--- config.mk ---
export PLATFORM = sky130hd
export DESIGN_NAME = step_down_counter
export DESIGN_NICKNAME = d
export VERILOG_FILES = /design/src/rtl/step_down_counter.sv
export SDC_FILE = /design/constraint.sdc
export NUM_CORES = 1
export LEC_CHECK = 0
export BUFFER_PORTS_ARGS = -buffer_cell sky130_fd_sc_hd__clkbuf_2
export CORE_MARGIN = 5
export CORE_UTILIZATION = 48
export DETAILED_ROUTE_END_ITERATION = 8
export PLACE_DENSITY = 0.85
export SLEW_MARGIN = 25
export SYNTH_ARGS = -nofsm -noshare
export SYNTH_HDL_FRONTEND = slang
export SYNTH_SLANG_ARGS = --single-unit
--- constraint.sdc ---
create_clock -name clock -period 2 [get_ports clock]
set_input_delay 0.2 -clock clock [delete_from_list [all_inputs] [get_ports clock]]
set_output_delay 0.2 -clock clock [all_outputs]
set_load 0.05 [all_outputs]
--- src/rtl/step_down_counter.sv ---
// step_down_counter
// Accepts a starting count through a valid/ready handshake. It then drains that
// count by STEP on every un-paused cycle until the count reaches zero. When the
// count reaches zero, the block pulses done for one cycle. If the last step was
// larger than what remained, underflow is raised together with done.
//
// STEP must lie in 1..2^WIDTH-1. A STEP of zero would never drain the count.
module step_down_counter #(
   parameter int WIDTH = 8,
   parameter int STEP  = 3
) (
   input  logic             clock,
   input  logic             reset_n,
   input  logic             load_valid,
   output logic             load_ready,
   input  logic [WIDTH-1:0] load_value,
   input  logic             pause,
   output logic [WIDTH-1:0] count,
   output logic             busy,
   output logic             done,
   output logic             underflow
);

   // Step size at counter width, so every compare and subtract is unsigned WIDTH-bit
   localparam logic [WIDTH-1:0] L_STEP = WIDTH'(STEP);

   typedef enum logic [1:0] {
      ST_IDLE = 2'd0,
      ST_RUN  = 2'd1,
      ST_DONE = 2'd2
   } state_t;

   state_t           r_state;
   state_t           w_stateNext;
   logic [WIDTH-1:0] r_count;
   logic [WIDTH-1:0] w_countNext;
   logic             r_busy;
   logic             r_done;
   logic             r_underflow;
   logic             w_underflowNext;
   logic             w_loadReady;
   logic             w_loadAccept;

   // Ready depends only on the current state. It is never decoded from load_valid.
   assign w_loadReady  = (r_state == ST_IDLE);
   assign w_loadAccept = load_valid && w_loadReady;

   // Next-state and next-count decode. A final step that overshoots clamps the count to zero and flags underflow.
   always_comb begin
      w_stateNext     = r_state;
      w_countNext     = r_count;
      w_underflowNext = 1'b0;
      case (r_state)
         ST_IDLE: begin
            if (w_loadAccept) begin
               w_countNext = load_value;
               if (load_value == '0) begin
                  w_stateNext = ST_DONE;
               end else begin
                  w_stateNext = ST_RUN;
               end
            end
         end
         ST_RUN: begin
            if (!pause) begin
               if (r_count > L_STEP) begin
                  w_countNext = r_count - L_STEP;
               end else begin
                  w_countNext     = '0;
                  w_underflowNext = (r_count < L_STEP);
                  w_stateNext     = ST_DONE;
               end
            end
         end
         ST_DONE: begin
            w_stateNext = ST_IDLE;
         end
         default: begin
            w_stateNext = ST_IDLE;
            w_countNext = '0;
         end
      endcase
   end

   // State, count and status flags are all registered. Reset takes priority over everything else.
   always_ff @(posedge clock) begin
      if (!reset_n) begin
         r_state     <= ST_IDLE;
         r_count     <= '0;
         r_busy      <= 1'b0;
         r_done      <= 1'b0;
         r_underflow <= 1'b0;
      end else begin
         r_state     <= w_stateNext;
         r_count     <= w_countNext;
         r_busy      <= (w_stateNext == ST_RUN);
         r_done      <= (w_stateNext == ST_DONE);
         r_underflow <= w_underflowNext;
      end
   end

   assign load_ready = w_loadReady;
   assign count      = r_count;
   assign busy       = r_busy;
   assign done       = r_done;
   assign underflow  = r_underflow;

endmodule

Word-level counts from Yosys, hierarchy flattened
Cells that the tools add are included.

Input bits: 12. Output and inout port bits: 12. Word-level logic and storage cells: 31. Register bits after elaboration: 13.

Bitwise logic cells: 3. Eq/ne operators: 6. $add $sub $neg: 1. Mux-type cells: 9. Reductions and logical operators: 5. Order comparisons: 2.

Operators by type and width (count): $mux 8 (3); $pmux 8 s3 (1); $gt 8x2->1 const B (1); $logic_not 8->1 (1); $lt 8x2->1 const B (1); $mux 2 (4); $sub 8x2->8 const B (1); $eq 2x1->1 const B (2); $eq 2x2->1 const B (2); $pmux 2 s2 (1); $reduce_or 4->1 (1); $not 1->1 (3); $reduce_and 3->1 (1); $logic_not 2->1 (1); $ne 2x1->1 const B (1); $ne 2x2->1 const B (1); $logic_and 1x1->1 (1).

Logic depth before layout (Yosys ltp)
Word-level depth: 5. Depth in mapped cells: 5. Depth with buffers taken out: 5.

Worst setup path after synthesis
OpenSTA, ideal clock, no wires.

Path type: reg-to-reg. From: register r_state[0]. To: register r_count[0] (netlist: count[0]). Arrival: 1.702 ns. Stages on the path, launching flop included: 5. Setup time: 0.086 ns. Clock period less this slack: 1.788 ns. Buffers on the path: 1. Setup slack: 0.212 ns. Path through: dfxtp_1 -> buf_2 -> nor2_1 -> a221oi_1 -> a211oi_1.

Cells in the longest elaborated chain, start to end: 4. Elaborated cells between the ends (all ways): 9. Those cells by class: eq/ne: 4; mux: 1; bitwise: 1; reduce/logical: 3.

RTL lines: from (decl) (RTL line 33) `state_t r_state;`; from (signal assigned) (RTL line 94) `r_state <= w_stateNext;`; $logic_not 2->1 (*) (RTL line 45) `assign w_loadReady = (r_state == ST_IDLE);`; named net load_ready (RTL line 15) `output logic load_ready,`; $logic_and 1x1->1 (RTL line 46) `assign w_loadAccept = load_valid && w_loadReady;`; $ne 2x1->1 (no line); $reduce_and 3->1 (no line); to (signal assigned) (RTL line 95) `r_count <= w_countNext;`; to (decl) (RTL line 35) `logic [WIDTH-1:0] r_count;`.

Mark *: on every way through the listed nets, which the timed path passes. The rest lies on a longest branch. A chain may end at the register's enable or synchronous reset.

Worst setup path in the final report
From: register r_state[0]. To: output load_ready.

Cells in the longest elaborated chain, start to end: 1.

RTL lines (RTL line): $logic_not 2->1 (45); to (decl) (15).

Every way passes these cells.

==> flow_summary.ini <==
[final_layout]
multi_input_comb_area_um2 = 475
fill_cells = 138
stdcell_count = 128
syn_to_final_growth_pct = 19.4
layout-drive-gt1-share_pct = 29.5
seq_area_um2 = 260
design_area_um2 = 908
n_antenna_cell = 0
final_nets = 126

[grt]
grt_pass1_vias = 793
top_usage_layer = met2
grt.met1_usage_pct = 21.8
grt_max_degree = 13
grt_overflow_total = 0
grt_pass1_wl_um = 3480
grt_use_met3_pct = 4.22
grtUsageMet2_pct = 27.8
antenna_found_initial = 0
grt_usage_pct = 17.8

[critical_path]
crit_chain = nor2_1 > clkbuf_2
slowest_stage = dfxtp_1
crit_fanout = 12
max_stage_delay_ns = 0.43
critPathLaunchType = register
worstPathRequired_ns = 1.80
crit_arrival_ns = 1.45
critPathKind = reg2out
cp-end-kind = output port

[clocking]
cts.sinks = 13
clock_latency_ns = 0.27
postCtsSetupBuffers = 0
cts_root_buf = clkbuf_4
cts_tree = done
cts_buffer_depth = 2
ctsResizeCount = 0
cts_made_buffers = 3
clk_pin_slew_ns = 0.08
cts_htree_levels = 1
ctsHoldBuffers = 0

[placement]
placed_area_um2 = 882
gp_congestion = 0.857
dp.cells = 124
post-dp-hpwl_um = 1560
dp_slack_ns = 0.412
port_buffers = 23

[floorplanning]
die_w_um = 49.8
ioPinCount = 24
row_count = 14
core_area_mm2 = 0.00151
design.die.area_mm2 = 0.00248
initial_core_util_pct = 50.5
dieHeight_um = 49.8

[synthesis]
ys.warnings.count = 0
synth_area_per_cell_um2 = 8.64
synth_fp_nets = 101
synth_top_flop_cell = dfxtp_1
synthDistinctLibCells = 40
synth_top_area_share_pct = 34.2
syn_inst = 88
yosys.area.top_type = dfxtp_1
synth_edf_count = 0
ys_ff_latch = 13
synth.area.top_cells = dfxtp_1 (34%), nand2_1 (4.4%), a32oi_1 (3.5%)
yosysSeqAreaShare_pct = 34.2
async_reset_ff_share_pct = 0
synth_area_um2 = 761

[timing]
clock-skew-final_ns = 0.00255
hold_viol_final = 0
tns_ns = 0
report.final.slew_viol_count = 0
worst_slew_pin_slew_ns = 0.574
fin_crit_ns = 1.65
max_freq_mhz = 606
slew_headroom_pct = 61.7
finalCritPeriodShare_pct = 82.6
setup_viol = 0
worst_slack_ns = 0.349
rsz0062_at_grt = false

[routing]
routedWlPerCell_um = 15.8
antenna_left = 0
drt_iter0_markers = 38
drc = 0
vias = 832
avgViaCountPerCell = 6.50
first_pass_iters = 4
drt-total-wl_um = 2020

[hold_path]
hold_class = in2reg

[power]
power.density_mw_per_mm2 = 881
leakage_nw = 0.367
ir_drop_v = 0.000441
power_w = 0.000800

[run]
maxCapViolCount = 0

[outcome]
outcome = finished clean
worst max-delay path: cells and delay by family (launching register included):
| family | cells | cell delay [ns] |
|---|---|---|
| DFF | 1 | 0.43 |
| buffers and inverters | 1 | 0.36 |
| and+or+nand+nor | 1 | 0.39 |
cell usage after synthesis, types with 2 or more instances:
cell       instances
nor4_1             2
nor2_1             6
a21oi_1            3
nor3_2             2
nor3_1             4
nor4b_1            2
dfxtp_1           13
o21ai_0            2
a22oi_1            2
buf_2              2
nor2b_1            4
a32oi_1            3
nand2_1            9
o2bb2ai_1          3
a31oi_1            3
a221oi_1           2
a211oi_1           2
inv_1              2
stage by stage:
step	hold WS [ns]	utilization, %
global placement	0.509	58.6
floorplan	0.375	-
global route	0.248	60.3
detailed placement	0.514	58.6
CTS	0.228	60.3
finish	0.218	60.3
cell families (layout without fill, tap and decap cells):
logic type / Yosys count / after routing / share of synthesized area (%)
AO/OA/AOI/OAI: 28 / 28 / 27.3
XOR/XNOR: 1 / 1 / 1.15
adder cells (fa/ha/maj): 1 / 1 / 1.64
buffers and inverters: 6 / 30 / 3.29
flip-flops: 13 / 13 / 34.2
multiplexers: 1 / 1 / 1.97
AND/OR/NAND/NOR: 38 / 38 / 30.4
flip-flops by register name, indices dropped and copies added, names as in the netlist:
name,cells
busy,1
r_state,2
count,8
done,1
underflow,1
layer usage:
| layer | wire length [um] | vias up | part of all wire [%] |
|---|---|---|---|
| li1 | - | 396 | - |
| met1 | 841 | 384 | 42 |
| met2 | 959 | 46 | 47 |
| met3 | 167 | 6 | 8.3 |
| met4 | 53 | 0 | 2.6 |
| met5 | 0 | - | 0 |
layout by cell type (no fill, tap or decap), types with 4 or more instances in the layout:
cell type and n:
clkbuf_2 23, dfxtp_1 13, nand2_1 9, nor2_1 6, nor2b_1 4, nor3_1 4
worst paths after layout:
kind | start | end | slack (ns) | cells after the start
min reg2reg | count[7] | count[7] | 0.55 | 1
min | load_value[1] | count[1] | 0.22 | 3
max reg2reg | count[2] | r_state[0] | 0.37 | 4
max | r_state[0] | load_ready | 0.35 | 2
where the power goes:
part | leakage [nW] | internal [W] | switching [W]
Clock | 0.0150 | 0.0000774 | 0.0000834
Combinational | 0.245 | 0.000102 | 0.000206
Sequential | 0.107 | 0.000285 | 0.0000466
final cells by class:
class | instances | area share, %
Clock buffer | 4 | 2.89
Inverter | 3 | 1.24
Multi-Input combinational cell | 69 | 52.3
Sequential cell | 13 | 28.7
Tap cell | 16 | 2.20
Timing Repair Buffer | 23 | 12.7
(Power assumes the default switching activity.)
